--- config.mk ---
export PLATFORM = sky130hd
export DESIGN_NAME = fsub_seq
export DESIGN_NICKNAME = d
export VERILOG_FILES = /design/src/rtl/fp32_pkg.sv /design/src/rtl/fp32_unpack.sv /design/src/rtl/fsub_seq.sv
export SDC_FILE = /design/constraint.sdc
export NUM_CORES = 1
export LEC_CHECK = 0
export ABC_AREA = 1
export CAP_MARGIN = 10
export CORE_ASPECT_RATIO = 0.75
export CORE_MARGIN = 4
export CORE_UTILIZATION = 40
export CTS_CLUSTER_SIZE = 30
export DETAILED_ROUTE_END_ITERATION = 10
export PLACE_DENSITY = 0.62
export SKIP_CTS_REPAIR_TIMING = 1
export SLEW_MARGIN = 30
export SYNTH_ARGS = -nofsm -noshare
export SYNTH_HDL_FRONTEND = slang
export SYNTH_SLANG_ARGS = --single-unit
--- constraint.sdc ---
create_clock -name clk -period 9.7 [get_ports clk]
set_input_delay 1.455 -clock clk [delete_from_list [all_inputs] [get_ports clk]]
set_output_delay 1.455 -clock clk [all_outputs]
set_load 0.02 [all_outputs]
--- src/rtl/fp32_pkg.sv ---
// fp32_pkg: shared IEEE-754 single-precision definitions for the FP datapath.
// Holds field geometry, canonical constants, the sequential FSM state
// encoding and the unpacked operand record used by fp32_unpack/fsub_seq.
package fp32_pkg;

    localparam int unsigned SIGN_BIT = 31;
    localparam int unsigned EXP_W    = 8;
    localparam int unsigned MANT_W   = 23;
    localparam int unsigned BIAS     = 127;

    localparam logic [31:0] FP_ZERO   = 32'h0000_0000;
    localparam logic [31:0] FP_QNAN   = 32'h7FC0_0000;
    localparam logic [31:0] FP_MAXFIN = 32'h7F7F_FFFF;

    typedef enum logic [2:0] {
        IDLE,
        ALIGN,
        ADD,
        NORM,
        PACK
    } state_t;

    // mant carries the hidden bit in [MANT_W]
    typedef struct packed {
        logic              sign;
        logic [EXP_W-1:0]  exp;
        logic [MANT_W:0]   mant;
    } fp_unpacked_t;

endpackage

--- src/rtl/fp32_unpack.sv ---
// fp32_unpack: combinational IEEE-754 single unpacker.
// Ports:
//   word   - packed 32-bit operand
//   fp     - {sign, exp, mant[23:0]} with hidden bit; exp==0 flushes mant to 0
//   is_inf - (FSUB_SPECIAL_EN only) exp all ones, fraction zero
//   is_nan - (FSUB_SPECIAL_EN only) exp all ones, fraction non-zero
// Macro: FSUB_SPECIAL_EN adds the special-value flag outputs.
module fp32_unpack
    import fp32_pkg::*;
(
    input  logic [31:0]  word,
    output fp_unpacked_t fp
`ifdef FSUB_SPECIAL_EN
    ,
    output logic         is_inf,
    output logic         is_nan
`endif
);

    logic [EXP_W-1:0]  e;
    logic [MANT_W-1:0] f;

    assign e = word[30:23];
    assign f = word[22:0];

    always_comb begin
        fp.sign = word[SIGN_BIT];
        fp.exp  = e;
        fp.mant = (e == '0) ? '0 : {1'b1, f};
    end

`ifdef FSUB_SPECIAL_EN
    assign is_inf = (e == '1) && (f == '0);
    assign is_nan = (e == '1) && (f != '0);
`endif

endmodule

--- src/rtl/fsub_seq.sv ---
// fsub_seq: multi-cycle IEEE-754 single subtractor, y = a - b, truncating.
// Ports:
//   clk, rst_n  - rising-edge clock, asynchronous active-low reset
//   start       - request, sampled only while busy=0
//   a, b        - minuend / subtrahend
//   busy        - high from the accepting edge until done
//   done        - one-cycle pulse, y valid from this cycle
//   y           - result, held until the next operation packs
// Parameter MAX_NORM bounds the left-normalisation shifts per operation.
// Macro: FSUB_SPECIAL_EN enables NaN/Inf decoding and overflow-to-Inf.
module fsub_seq
    import fp32_pkg::*;
#(
    parameter int unsigned MAX_NORM = 24
) (
    input  logic        clk,
    input  logic        rst_n,
    input  logic        start,
    input  logic [31:0] a,
    input  logic [31:0] b,
    output logic        busy,
    output logic        done,
    output logic [31:0] y
);

    localparam int unsigned CNT_W = $clog2(MAX_NORM + 2);

    state_t            state, state_nxt;
    logic [31:0]       a_q, b_q;
    logic              sign_q, sub_q, pend_q;
    logic [7:0]        exp_q;
    logic [23:0]       sum_q, ym_q;
    logic [CNT_W-1:0]  cnt_q;

    fp_unpacked_t      ua, ub, ux, uy;
    logic [7:0]        ediff;
    logic [23:0]       y_shift;
    logic [24:0]       add_sum;
    logic [23:0]       norm_sum;
    logic [7:0]        norm_exp;
    logic              norm_ok, norm_last;

    logic              nxt_sign, nxt_sub, to_pack;
    logic [7:0]        nxt_exp;
    logic [23:0]       nxt_sum, nxt_ym;
    logic [CNT_W-1:0]  nxt_cnt;

`ifdef FSUB_SPECIAL_EN
    logic a_inf, a_nan, b_inf, b_nan;
    fp32_unpack u_unpack_a (.word(a_q), .fp(ua), .is_inf(a_inf), .is_nan(a_nan));
    fp32_unpack u_unpack_b (.word(b_q), .fp(ub), .is_inf(b_inf), .is_nan(b_nan));
`else
    fp32_unpack u_unpack_a (.word(a_q), .fp(ua));
    fp32_unpack u_unpack_b (.word(b_q), .fp(ub));
`endif

    // Magnitude ordering and alignment of the smaller operand
    always_comb begin
        if ({ua.exp, ua.mant} >= {ub.exp, ub.mant}) begin
            ux = ua;
            uy = ub;
        end else begin
            ux = ub;
            uy = ua;
        end
        ediff   = ux.exp - uy.exp;
        y_shift = (ediff >= 8'd25) ? '0 : (uy.mant >> ediff);
    end

    // sum_q holds X.mant between ALIGN and ADD, then the working sum
    assign add_sum   = sub_q ? ({1'b0, sum_q} - {1'b0, ym_q})
                             : ({1'b0, sum_q} + {1'b0, ym_q});
    assign norm_sum  = {sum_q[22:0], 1'b0};
    assign norm_exp  = exp_q - 8'd1;
    assign norm_ok   = (exp_q > 8'd1) && (cnt_q < CNT_W'(MAX_NORM));
    assign norm_last = (cnt_q == CNT_W'(MAX_NORM - 1));

    // Datapath step for the current state; to_pack selects the early exit
    always_comb begin
        nxt_sign = sign_q;
        nxt_sub  = sub_q;
        nxt_exp  = exp_q;
        nxt_sum  = sum_q;
        nxt_ym   = ym_q;
        nxt_cnt  = cnt_q;
        to_pack  = 1'b0;
        case (state)
            ALIGN: begin
                nxt_sign = ux.sign;
                nxt_exp  = ux.exp;
                nxt_sum  = ux.mant;
                nxt_ym   = y_shift;
                nxt_sub  = ux.sign ^ uy.sign;
`ifdef FSUB_SPECIAL_EN
                if (a_nan || b_nan || (a_inf && b_inf && (ua.sign != ub.sign))) begin
                    to_pack  = 1'b1;
                    nxt_sign = FP_QNAN[SIGN_BIT];
                    nxt_exp  = FP_QNAN[30:23];
                    nxt_sum  = {1'b0, FP_QNAN[22:0]};
                end else if (a_inf || b_inf) begin
                    to_pack  = 1'b1;
                    nxt_sign = a_inf ? ua.sign : ub.sign;
                    nxt_exp  = '1;
                    nxt_sum  = '0;
                end
`endif
            end
            ADD: begin
                if (add_sum[24]) begin
                    to_pack = 1'b1;
                    if (exp_q >= 8'd254) begin
`ifdef FSUB_SPECIAL_EN
                        nxt_exp = '1;
                        nxt_sum = '0;
`else
                        nxt_exp = FP_MAXFIN[30:23];
                        nxt_sum = {1'b1, FP_MAXFIN[22:0]};
`endif
                    end else begin
                        nxt_exp = exp_q + 8'd1;
                        nxt_sum = add_sum[24:1];
                    end
                end else if (add_sum == '0) begin
                    // exact cancellation is always +0
                    to_pack  = 1'b1;
                    nxt_sign = 1'b0;
                    nxt_exp  = '0;
                    nxt_sum  = '0;
                end else if (add_sum[23]) begin
                    to_pack = 1'b1;
                    nxt_sum = add_sum[23:0];
                end else if (exp_q <= 8'd1) begin
                    to_pack = 1'b1;
                    nxt_exp = '0;
                    nxt_sum = '0;
                end else begin
                    nxt_sum = add_sum[23:0];
                end
            end
            NORM: begin
                if (!norm_ok) begin
                    to_pack = 1'b1;
                end else begin
                    nxt_sum = norm_sum;
                    nxt_exp = norm_exp;
                    nxt_cnt = cnt_q + CNT_W'(1);
                    // exit decision looks at the post-shift value so the
                    // normalising shift and the hand-off share one cycle
                    if (norm_sum[23] || norm_last) begin
                        to_pack = 1'b1;
                    end else if (norm_exp == 8'd1) begin
                        to_pack = 1'b1;
                        nxt_exp = '0;
                        nxt_sum = '0;
                    end
                end
            end
            default: ;
        endcase
    end

    always_ff @(posedge clk or negedge rst_n) begin
        if (!rst_n) state <= IDLE;
        else        state <= state_nxt;
    end

    always_comb begin
        state_nxt = state;
        case (state)
            IDLE:    if (start) state_nxt = ALIGN;
            ALIGN:   state_nxt = to_pack ? PACK : ADD;
            ADD:     state_nxt = to_pack ? PACK : NORM;
            NORM:    state_nxt = to_pack ? PACK : NORM;
            PACK:    if (pend_q) state_nxt = IDLE;
            default: state_nxt = IDLE;
        endcase
    end

    always_comb begin
        busy = (state != IDLE);
    end

    always_ff @(posedge clk or negedge rst_n) begin
        if (!rst_n) begin
            a_q    <= '0;
            b_q    <= '0;
            sign_q <= 1'b0;
            sub_q  <= 1'b0;
            pend_q <= 1'b0;
            exp_q  <= '0;
            sum_q  <= '0;
            ym_q   <= '0;
            cnt_q  <= '0;
            done   <= 1'b0;
            y      <= FP_ZERO;
        end else begin
            done <= 1'b0;
            case (state)
                IDLE: begin
                    if (start) begin
                        a_q    <= a;
                        b_q    <= {~b[SIGN_BIT], b[SIGN_BIT-1:0]};
                        cnt_q  <= '0;
                        pend_q <= 1'b0;
                    end
                end
                ALIGN, ADD, NORM: begin
                    sign_q <= nxt_sign;
                    sub_q  <= nxt_sub;
                    exp_q  <= nxt_exp;
                    sum_q  <= nxt_sum;
                    ym_q   <= nxt_ym;
                    cnt_q  <= nxt_cnt;
                end
                PACK: begin
                    // first PACK cycle writes y, second raises done
                    if (!pend_q) begin
                        y      <= {sign_q, exp_q, sum_q[22:0]};
                        pend_q <= 1'b1;
                    end else begin
                        done   <= 1'b1;
                        pend_q <= 1'b0;
                    end
                end
                default: ;
            endcase
        end
    end

endmodule

==> impl_metrics.env, run 1 <==
export IMPL_worst_setup_path_start_kind="flip-flop"
export IMPL_ant_nets=0
export IMPL_clockRootBuffer="clkbuf_16"
export IMPL_multi_input_area_um2=7120
export IMPL_cts_path_max_buffers=2
export IMPL_crit_family="simple AND/OR/NAND/NOR gates"
export IMPL_synth_area_leader_cell="dfrtp_1"
export IMPL_grt_util_all_layers=0.235
export IMPL_cts_buffers=17
export IMPL_gp_congestion=0.951
export IMPL_synthToLayoutAreaGrowth_pct=15.1
export IMPL_path_clk_slew_ps=70
export IMPL_top_layer_used="met4"
export IMPL_fin_skew_ps=18.4
export IMPL_grt_overflow=0
export IMPL_maxSlewViolCount=0
export IMPL_nFillCells=3064
export IMPL_rows=55
export IMPL_hold_path_class="reg -> reg"
export IMPL_hold_viol_final=0
export IMPL_finalCriticalPeriod_ps=5600
export IMPL_stdcell_area_um2=14100
export IMPL_grt_max_degree=97
export IMPL_max_stage_delay_ps=540
export IMPL_fp_coreArea_um2=30200
export IMPL_ff2ff_path_depth=34
export IMPL_syn_area_per_cell_um2=6.91
export IMPL_synth_area_um2=12300
export IMPL_totalWireLength_mm=40.2
export IMPL_worst_slew_pin_slew_ps=941
export IMPL_dieArea_um2=33600
export IMPL_status="finished, final reports clean"
export IMPL_final_nets=1953
export IMPL_synth_edf_count=0
export IMPL_regArea_um2=4100
export IMPL_critPathKind="reg -> reg"
export IMPL_rsz0062_at_grt="no"
export IMPL_finalSetupViolCount=0
export IMPL_cp_num_cells=34
export IMPL_yosys_top_cells_area="dfrtp_1, nand2_1, ha_1"
export IMPL_htree_levels=4
export IMPL_slew_headroom=0.371
export IMPL_crit_slowest_cell="inv_1"
export IMPL_worstHoldPathCells=2
export IMPL_synth_seq_cells=164
export IMPL_syn_inst=1777
export IMPL_async_reset_ff_frac=1.00
export IMPL_fin_util=0.467
export IMPL_synth_warning_count=0
export IMPL_drc=0
export IMPL_synth_top_cell_area_share=0.334
export IMPL_cap_violations=0
export IMPL_start_util=0.406
export IMPL_crit_fanout=44
export IMPL_ys_seq_area_frac=0.334
export IMPL_endpoint_kind="flip-flop"
export IMPL_wl_met2_mm=16.7
export IMPL_insertion_delay_ps=460
export IMPL_avgViaCountPerCell=5.47
export IMPL_fp_dieW_um=210
export IMPL_setup_tns_ps=0
export IMPL_vias=12200
export IMPL_timing_fmax_mhz=179
export IMPL_synth_distinct_cells=57
export IMPL_period_share=0.577
export IMPL_die_y_um=160
export IMPL_drt_iter0_markers=1162
export IMPL_antenna_found_initial=0
export IMPL_cts_tree="built"
export IMPL_cts_sinks=164
export IMPL_portBuffers=100
export IMPL_diodes=0
export IMPL_drt_first_pass_iters=5
export IMPL_m1WireLength_mm=19.8
export IMPL_drive_above_1_share=0.0496
export IMPL_grt_pass1_vias=11500
export IMPL_crit_buf_inv=8
export IMPL_hpwlAfterDp_mm=30.6
export IMPL_ioPinCount=101
export IMPL_crit_top_cell="nand2_1"
export IMPL_routedWlPerCell_um=18.0
export IMPL_worstPathRequired_ps=10080
export IMPL_place_area_um2=13500
export IMPL_syn_nets=1909
export IMPL_hold_ws_ps=471
export IMPL_crit_arrival_ps=5970
export IMPL_synthFlopType="dfrtp_1"
export IMPL_wl_met3_mm=2.81
export IMPL_grt_pass1_wl_mm=63.1
## cells by family after synthesis
group	after synthesis	share of synthesized area
AO/OA/AOI/OAI	358	0.170
XOR/XNOR	54	0.0392
adder cells (fa/ha/maj)	65	0.0669
buffers and inverters	278	0.0893
flip-flops	164	0.334
multiplexers	3	0.00275
AND/OR/NAND/NOR	855	0.297
## metal layers
metal  vias up  track usage
met5         -            0
met2       402        0.336
li1       5979            -
met1      5783        0.360
met3        52       0.0465
met4         0       0.0640
## area by class of cell
cell class                 count  share of cell area
inverter                     194              0.0516
timing repair buffer         109              0.0762
clock inverter                15              0.0117
sequential                   164               0.291
multi-input combinational   1335               0.504
clock buffer                  17              0.0301
tap                          399              0.0354
## metrics by stage
| stage | worst slack [ps] | cells |
|---|---|---|
| 3_5_place_dp | 4070 | 2201 |
| 6_report | 4100 | 2233 |
| 2_1_floorplan | 5600 | 1777 |
| 5_1_grt | 3520 | 2233 |
| 4_1_cts | 4040 | 2233 |
| 3_3_place_gp | 4220 | 2201 |
## worst min-delay path: cells and delay by family, from the launching register on
| family | cells | cell delay [ps] |
|---|---|---|
| flip-flops | 1 | 340 |
| AND/OR/NAND/NOR | 2 | 90 |
## cells in the mapped netlist (6+ instances only)
cell	n
nand2_1	521
inv_1	183
dfrtp_1	164
o21ai_0	146
nand3_1	137
nor2_1	118
a21oi_1	79
ha_1	64
clkbuf_1	54
xor2_1	35
nand4_1	30
o22ai_1	29
o21ai_1	24
xnor2_1	18
a22oi_1	15
nor3_1	15
buf_1	13
buf_2	9
nand3_2	9
inv_2	8
o2111ai_1	8
a21o_1	6
o2111a_1	6
## path summary, 6_finish.rpt
path	from	endpoint	slack, ps
worst max-delay path	b_q[27]$_DFFE_PN0P_	ym_q[8]$_DFFE_PN0P_	4100
worst min-delay path	b_q[16]$_DFFE_PN0P_	b_q[16]$_DFFE_PN0P_	470
worst max register to register	b_q[27]$_DFFE_PN0P_	ym_q[8]$_DFFE_PN0P_	4100
worst min register to register	b_q[16]$_DFFE_PN0P_	b_q[16]$_DFFE_PN0P_	470
max in group asynchronous	rst_n	a_q[11]$_DFFE_PN0P_	7550
min in group asynchronous	rst_n	y[25]$_DFFE_PN0P_	1050
## sequential cells by signal, indices dropped and copies added, names as in the netlist
name    cells
sign_q      1
pend_q      1
exp_q       8
state       3
a_q        32
b_q        32
done        1
sum_q      24
ym_q       24
y          32
cnt_q       5
sub_q       1
## cells in the final DEF, fill, tap and decap left out, drive strengths merged, types with 4 or more instances in the layout
cell / instances
o21a: 4
xor2: 36
a22oi: 15
o211ai: 5
o2111ai: 8
a21o: 6
nor2: 122
nand3: 146
a31oi: 5
inv: 199
dfrtp: 164
ha: 64
a21oi: 83
o31ai: 5
o22ai: 29
clkdlybuf4s50: 99
nand2: 529
clkbuf: 18
o2111a: 6
nor3: 17
nand4: 31
o21ai: 171
buf: 9
clkinv: 7
xnor2: 18
Power of run 1 is left out: the tool's default activity adds up to more than one toggle a clock period on the data nets, which glitch-free logic cannot reach.
==> inputs of run 2 (changes only) <==
--- a/config.mk
+++ b/config.mk
@@ -12,7 +12,7 @@
 export CORE_UTILIZATION = 40
 export CTS_CLUSTER_SIZE = 30
 export DETAILED_ROUTE_END_ITERATION = 10
-export PLACE_DENSITY = 0.62
+export PLACE_DENSITY = 0.64
 export SKIP_CTS_REPAIR_TIMING = 1
 export SLEW_MARGIN = 30
 export SYNTH_ARGS = -nofsm -noshare
==> constraint.sdc (replaced) <==
create_clock -name clk -period 5 [get_ports clk]
set_input_delay 0.75 -clock clk [delete_from_list [all_inputs] [get_ports clk]]
set_output_delay 0.75 -clock clk [all_outputs]
set_load 0.02 [all_outputs]
==> impl_metrics.env, run 2 (synthesis results as in run 1) <==
export IMPL_worst_r2r_startpoint="b_q[25]$_DFFE_PN0P_"
export IMPL_ant_nets=0
export IMPL_hold_viol_final=0
export IMPL_cts_path_max_buffers=2
export IMPL_worst_slew_pin_slew_ps=897
export IMPL_avgViaCountPerCell=5.48
export IMPL_cp_num_cells=35
export IMPL_diodes=0
export IMPL_cts_buffers=17
export IMPL_hold_ws_ps=399
export IMPL_final_cell_mix="nand2_1, inv_1, dfrtp_1, o21ai_0, nand3_1"
export IMPL_final_nets=1994
export IMPL_grt_util_all_layers=0.234
export IMPL_grt_pass1_wl_mm=63.2
export IMPL_worstSetupEndpoint="ym_q[13]$_DFFE_PN0P_"
export IMPL_fp_dieW_um=210
export IMPL_grt_max_degree=106
export IMPL_timing_fmax_mhz=211
export IMPL_fin_util=0.483
export IMPL_max_stage_delay_ps=400
export IMPL_synthToLayoutAreaGrowth_pct=18.8
export IMPL_drt_iter0_markers=1114
export IMPL_gp_congestion=0.931
export IMPL_ioPinCount=101
export IMPL_grt_overflow=0
export IMPL_drc=0
export IMPL_vias=12500
export IMPL_insertion_delay_ps=450
export IMPL_cap_violations=0
export IMPL_maxSlewViolCount=0
export IMPL_ff2ff_setup_slack_ps=260
export IMPL_htree_levels=4
export IMPL_top_regs="a_q: 32 flops, b_q: 32 flops, y: 32 flops"
export IMPL_finalCriticalPeriod_ps=4740
export IMPL_clockRootBuffer="clkbuf_16"
export IMPL_hpwlAfterDp_mm=30.3
export IMPL_hold_path_class="in -> async"
export IMPL_final_common_cell="nand2_1"
export IMPL_cts_tree="built"
export IMPL_antenna_found_initial=1
export IMPL_reg2reg_to="ym_q[13]$_DFFE_PN0P_"
export IMPL_finalSetupViolCount=0
export IMPL_drive_above_1_share=0.0779
export IMPL_fp_coreArea_um2=30200
export IMPL_rows=55
export IMPL_start_util=0.406
export IMPL_crit_slowest_cell="dfrtp_1"
export IMPL_worstPathRequired_ps=5360
export IMPL_finalWorstSetupSlack_ps=256
export IMPL_grt_pass1_vias=11700
export IMPL_path_clk_slew_ps=70
export IMPL_crit_fanout=15
export IMPL_routedWlPerCell_um=17.8
export IMPL_dieArea_um2=33600
export IMPL_endpoint_kind="flip-flop"
export IMPL_crit_family="simple AND/OR/NAND/NOR gates"
export IMPL_status="finished, final reports clean"
export IMPL_portBuffers=100
export IMPL_drt_first_pass_iters=6
export IMPL_fin_skew_ps=16.2
export IMPL_slew_headroom=0.402
export IMPL_cts_sinks=164
export IMPL_startpoint="b_q[25]$_DFFE_PN0P_"
export IMPL_crit_arrival_ps=5100
export IMPL_critPathKind="reg -> reg"
export IMPL_crit_buf_inv=6
export IMPL_ff2ff_path_depth=35
export IMPL_die_y_um=160
export IMPL_period_share=0.949
export IMPL_crit_top_cell="nand2_1"
export IMPL_totalWireLength_mm=40.5
export IMPL_worst_setup_path_start_kind="flip-flop"
export IMPL_dp_slack_ps=-222
[run 2: metrics by stage]
stage / std cells / TNS [ps] / area (µm²)
CTS: 2257 / -4840 / 14300
global route: 2274 / -503 / 14600
floorplan: 1777 / 0 / 12300
finish: 2274 / 0 / 14600
detailed placement: 2225 / -3840 / 13700
global placement: 2225 / -2800 / 13700
[run 2: how the worst min path moves through the flow]
stage	slack, ps	to	startpoint
after floorplan	440	a_q[0]$_DFFE_PN0P_	a_q[0]$_DFFE_PN0P_
after CTS	430	y[25]$_DFFE_PN0P_	rst_n
final	400	y[25]$_DFFE_PN0P_	rst_n
after global routing	460	y[27]$_DFFE_PN0P_	rst_n
after detailed placement	460	b_q[14]$_DFFE_PN0P_	b_q[14]$_DFFE_PN0P_
after global placement	460	b_q[14]$_DFFE_PN0P_	b_q[14]$_DFFE_PN0P_
[run 2: cell type report]
class | count | area (µm²)
timing repair inverter | 2 | 12.5
multi-input combinational | 1337 | 7210
clock buffer | 19 | 433
fill | 3050 | 15600
timing repair buffer | 146 | 1400
tap | 399 | 499
inverter | 194 | 743
sequential | 164 | 4110
clock inverter | 13 | 174
[run 2: metal layers]
layer	track usage	wire length [µm]	share of wire	vias to the layer above
li1	-	-	-	6068
met1	0.363	19600	0.49	5795
met2	0.333	16700	0.41	544
met3	0.0489	3430	0.085	57
met4	0.0501	667	0.016	2
met5	0	15	0.00037	-
Power of run 2 is left out for the same reason.
==> variant 1 (flow settings as in run 1) <==
Re-encode `state_t` (5 states) as one-hot, 5 bits wide.
--- a/src/rtl/fp32_pkg.sv
+++ b/src/rtl/fp32_pkg.sv
@@ -12,12 +12,12 @@
     localparam logic [31:0] FP_QNAN   = 32'h7FC0_0000;
     localparam logic [31:0] FP_MAXFIN = 32'h7F7F_FFFF;
 
-    typedef enum logic [2:0] {
-        IDLE,
-        ALIGN,
-        ADD,
-        NORM,
-        PACK
+    typedef enum logic [4:0] {
+        IDLE  = 5'b00001,
+        ALIGN = 5'b00010,
+        ADD   = 5'b00100,
+        NORM  = 5'b01000,
+        PACK  = 5'b10000
     } state_t;
 
     // mant carries the hidden bit in [MANT_W]
Check against the original RTL: same outputs for any inputs over 4 cycles, from zero or initial values and one cycle with rst_n low; so few cycles prove little.
==> variant 1 against run 1 <==
Sequential cell count grew 2; worst setup slack worse by 0.055 ns; hold slack improved by 0.0012 ns; fmax decreased by 0.98%; sequential share of layout area fell by 0.38 points; count of clock-buffer cells in the layout is 4 higher; routed wire length rose by 1.3%; design area is 2.6% higher; largest cell class unchanged; synthesized area increased by 2.6%; final cell count rose by 3.2%; critical endpoint is now ym_q[1].
Power is not shown: default switching activity piles up to over one toggle a cycle in this logic, so the estimate is an artifact.
==> variant 1: results (changes against run 1) <==
Status:
- The run finished with clean final reports.

Worst setup path:
- The critical-path maximum fanout is 40 (-9.1%).
- On the critical path the largest part of the delay comes from simple AND/OR/NAND/NOR gates.
- In this design, the critical path's most frequently occurring cell is nand2_1.
- The arrival time of the worst setup path is 6.04 ns (+0.07 ns).
- The maximum single-stage delay on the critical path was 0.63 ns (+0.09 ns).

Global routing:
- The number of antenna violations at the first check in global routing is 1 (+1).
- The maximum number of pins on one net before global-route repair is 101 (+4.1%).
- The global-route wire length before repair is 64.5 mm (+2.2%).
- The via count of the first global-routing pass was 11,800 (+2.7%).
- The global-route usage over all layers is 23.8% (+0.27 points).

Routing:
- The post-detailed-route wirelength per cell came to 17.7 um (-1.8%).
- The first-iteration detailed-routing DRC count is 1,104 (-5.0%).
- The first-pass iteration count of the detailed router is 6 (+1).
- The routed via count divided by cell count is 5.38 (-1.7%).
- The total detailed-routing wirelength is 40.7 mm (+1.3%).

Logic synthesis:
- The xor/xnor share of the synthesized area is 3.89% (-0.030 points).
- After synthesis, the most frequently instantiated cells are nand2_1 (599), inv_1 (185), dfrtp_1 (165).
- The async set or reset register ratio after synthesis was 100% (unchanged).
- The number of distinct library cell variants in the gate-level netlist after synthesis is 53 (-7.0%).
- The average cell area after synthesis is 6.81 um^2 (-1.3%).
- By area the synthesized netlist is led by dfrtp_1 (33%), nand2_1 (18%), ha_1 (6.4%).
- The post-synthesis mux area share was 0% (-0.28 points).
- The sequential fraction of the synthesis area is 33.0% (-0.44 points).
- The complex-gate fraction of the synthesized area came to 15.7% (-1.3 points).
- The adder and majority cell fraction of the synthesized area was 6.52% (-0.17 points).
- The number of nets produced by synthesis is 1,980 (+3.7%).

Final layout:
- The layout filler cell count was 3,200 (+4.4%).
- The ratio of cells with drive above 1 in the final layout was 4.88% (-0.080 points).
- The final layout net count was 2,024 (+3.6%).
- The number of antenna cells inserted is 0 (unchanged).

CTS:
- The clock-pin transition on the worst setup and hold timing paths is 0.07 ns (about the same).
- The insertion delay to the later sink of the worst-skew pair is 0.45 ns.
- CTS placed an instance of clkbuf_16 at the clock tree root.

Timing:
- The worst max-slew margin expressed relative to the limit is 35.1% (-2.0 points).
- The clock skew after layout is 0.00637 ns (-0.0120 ns).

Placed design:
- The placement-stage worst setup slack is 4.05 ns (-0.0171 ns).
- The placed standard-cell area is 13,800 um^2 (+2.5%).
- The final weighted congestion in routability-driven placement came to 0.947 (-0.46%).
- The post-detailed-placement half-perimeter wirelength is 31.3 mm (+2.4%).
- The number of placed instances, taps included is 2,271 (+3.2%).
[variant 1: changes by cell type after synthesis, moves of 6 or more]
cell,delta
nand3_1,+21
o211ai_1,+18
o22ai_1,-21
clkbuf_1,+14
nand2_1,+78
nor2_1,-10
a22oi_1,-11
o311ai_0,+17
a21oi_1,-10
o2111ai_1,+8
nor4_1,+9
o2111a_1,-6
o21ai_1,-17
[variant 1: path summary, 6_finish.rpt]
| check | startpoint | to | slack [ns] | cells after the start |
|---|---|---|---|---|
| worst max-delay path | a_q[30] | ym_q[1] | 4.05 | 28 |
| worst min-delay path | b_q[10] | b_q[10] | 0.47 | 2 |
| worst max register to register | a_q[30] | ym_q[1] | 4.05 | 28 |
| worst min register to register | b_q[10] | b_q[10] | 0.47 | 2 |
| max in group asynchronous | rst_n | a_q[6] | 7.22 | 2 |
| min in group asynchronous | rst_n | y[25] | 1.08 | 1 |
[variant 1: final cells by class]
class	count	area [um^2]	area share, %
multi-input cells	1400	7370	50.9
well taps	399	499	3.45
clock inverters	11	144	0.994
inverters	194	732	5.05
clock buffers	21	470	3.25
repair buffers	113	1110	7.66
flip-flops and latches	166	4160	28.7
[variant 1: tightest hold or removal path, delay by kind of cell (launching register included)]
family	cells	cell delay, ns
flops	1	0.34
simple gates	2	0.10
[variant 1: kinds of logic after synthesis]
family	Yosys count
adders and majority gates	65
DFF	166
AOI/OAI and AO/OA	330
buffers and inverters	282
xor gates and xnor gates	55
and+or+nand+nor	950
[variant 1: metal layers]
metal / track usage, % / vias to the layer above / wire, um
met5: 0 / - / 13
li1: - / 6204 / -
met3: 7.71 / 66 / 3580
met2: 35.4 / 385 / 17400
met4: 6.09 / 2 / 791
met1: 33.3 / 5728 / 18900
==> variant 2 (config.mk and constraints of run 1) <==
Made on the original files. The option `FSUB_SPECIAL_EN` is turned on by a define.
--- a/src/rtl/fp32_unpack.sv
+++ b/src/rtl/fp32_unpack.sv
@@ -5,6 +5,8 @@
 //   is_inf - (FSUB_SPECIAL_EN only) exp all ones, fraction zero
 //   is_nan - (FSUB_SPECIAL_EN only) exp all ones, fraction non-zero
 // Macro: FSUB_SPECIAL_EN adds the special-value flag outputs.
+`define FSUB_SPECIAL_EN
+
 module fp32_unpack
     import fp32_pkg::*;
 (
Function: changed (a bounded check fails within 4 cycles, from zero or initial values and one cycle with rst_n low).
==> variant 2 against run 1 <==
Die area up 3.0%; worst setup slack worse by 0.019 ns; design area up 3.0%; critical endpoint is now ym_q[7]; final cell count up 5.0%; hold slack better by 0.013 ns; synthesized area up 3.1%; routed wire length up 3.8%; count of clock-buffer cells in the layout up 2; sequential cell count unchanged.
Power is not shown: default switching activity piles up to over one toggle a cycle in this logic, so the estimate is an artifact.
==> variant 2: results (changes against run 1) <==
Logic synthesis:
- The sequential fraction of the synthesis area is 32.4% (-1.0 points).
- The async set or reset register ratio after synthesis was 100% (unchanged).
- Among all flip-flop cells after synthesis, the most frequent one is dfrtp_1.
- Ranked by total cell area, the synthesized netlist is headed by dfrtp_1 (32%), nand2_1 (14%), o21ai_0 (7.9%).
- Ranked by instance count, the synthesized netlist is headed by nand2_1 (483), inv_1 (227), o21ai_0 (200).
- The synthesis warning total came to 0 (unchanged).
- The number of nets produced by synthesis is 2,010 (+5.3%).
- The number of distinct library cell variants in the gate-level netlist after synthesis is 51 (-11%).

Global routing:
- The global-route wire length before repair was 65.8 mm (+4.2%).
- The maximum number of pins on one net before global-route repair was 122 (+26%).
- The via count of the first global-routing pass is 12,100 (+5.4%).
- The global-route usage over all layers is 24.1% (+0.59 points).

CTS:
- After clock tree synthesis, the clock-pin slew on the worst setup and hold paths is 0.08 ns.
- At the later pin of the worst-skew pair, clock insertion delay measures 0.45 ns.
- The root buffer selected by CTS is clkbuf_16.
- The H-tree level count was 4 (unchanged).
- The number of clock buffers inserted by TritonCTS was 17 (unchanged).

Placed design:
- The final weighted congestion in routability-driven placement is 0.942 (-0.98%).
- The post-detailed-placement half-perimeter wirelength came to 32.1 mm (+5.2%).
- The count of input and output buffers is 100 (unchanged).

Final layout:
- The ratio of cells with drive above 1 in the final layout was 4.18% (-0.78 points).
- The number of antenna cells inserted is 0 (unchanged).
- The largest registers in the layout are a_q x32, b_q x32, y x32.
- The final layout net count is 2,058 (+5.4%).

Timing:
- The actual slew at the worst max-slew pin is 0.939 ns (-0.00180 ns).
- The clock skew after layout is 0.0115 ns (-0.00692 ns).
- The total negative slack for setup checks is 0 ns (unchanged).

Worst setup path:
- The endpoint identified for the worst register-to-register timing path is ym_q[7].
- The number of cells on the worst reg-to-reg path is 27 (-21%).
- The critical-path maximum fanout came to 26 (-41%).
- The register-to-register setup slack came to 4.09 ns (-0.02 ns).
- The path type of the worst setup path is reg -> reg.
- The startpoint of the lowest-slack register-to-register path is a_q[25].
- The standard cell with the maximum stage delay on the critical path is ha_1.
- The maximum single-stage delay on the critical path came to 0.88 ns (+0.34 ns).
- The family with the most delay on the worst path is simple AND/OR/NAND/NOR gates.

Routing:
- The total detailed-routing wirelength is 41.7 mm (+3.8%).
- The first-pass iteration count of the detailed router was 8 (+3).
- The routed via count is 12,800 (+4.5%).
- The first-iteration detailed-routing DRC count is 1,261 (+8.5%).

Floorplanning:
- The full die area is 34,600 um^2 (+3.0%).

Status:
- The flow ran to the end, and the final reports show no timing, DRC or antenna violations.

Hold path:
- The worst min-delay path class is reg -> reg.
## variant 2: changes by cell type after synthesis, moves of 10 or more
| cell | change |
|---|---|
| o21ai_0 | +54 |
| inv_1 | +44 |
| nand2_1 | -38 |
| nand3_1 | +37 |
| o21ai_1 | -18 |
| a21oi_1 | +16 |
| a31oi_1 | +15 |
| o22ai_1 | -15 |
| a311oi_1 | +13 |
| clkbuf_1 | +13 |
| nor3_1 | +10 |
## variant 2: area by class of cell
class	count	area [um^2]
inverters	237	890
repair buffers	111	1110
fillers	3195	16700
clock inverters	13	131
clock buffers	19	453
flip-flops and latches	164	4100
well taps	406	508
multi-input cells	1395	7350
## variant 2: worst min-delay path by stage
stage,startpoint,to,slack [ns],depth (start not counted)
6_report,y[27],y[27],0.48,2
5_1_grt,y[31],y[31],0.51,2
4_1_cts,y[9],y[9],0.49,2
3_5_place_dp,y[27],y[27],0.47,2
3_3_place_gp,y[31],y[31],0.47,2
2_1_floorplan,exp_q[7],exp_q[7],0.45,2
## variant 2: kinds of logic (layout without fill, tap and decap cells)
group	Yosys count	after routing	synth area share, %
AOI/OAI and AO/OA	404	404	18.0
xor gates and xnor gates	54	54	3.74
adders and majority gates	65	65	6.49
buffers and inverters	319	380	9.73
DFF	164	164	32.4
muxes	1	1	0.0890
and+or+nand+nor	871	871	29.5
## variant 2: worst register-to-register path: cells and delay by family, from the launching register on
family | cells | cell delay (ns)
adders and majority gates | 2 | 1.22
buffers and inverters | 2 | 1.02
DFF | 1 | 0.46
and+or+nand+nor | 23 | 2.81
## variant 2: metal layers
layer	track usage [%]	part of all wire, %	up-vias
met5	0	0	-
met4	7.68	2.5	0
met3	4.48	6.8	55
met2	35.5	42	409
met1	35.7	49	5948
li1	-	-	6350
## variant 2: metrics by stage
stage | std cells | setup slack (ns) | area, um^2 | utilization [%] | hold slack (ns)
3_5_place_dp | 2311 | 4.21 | 13900 | 44.5 | 0.473
4_1_cts | 2343 | 4.19 | 14500 | 46.4 | 0.491
6_report | 2345 | 4.09 | 14500 | 46.5 | 0.484
2_1_floorplan | 1878 | 5.59 | 12700 | - | 0.453
5_1_grt | 2345 | 3.53 | 14500 | 46.5 | 0.508
3_3_place_gp | 2311 | 4.05 | 13900 | 44.5 | 0.465
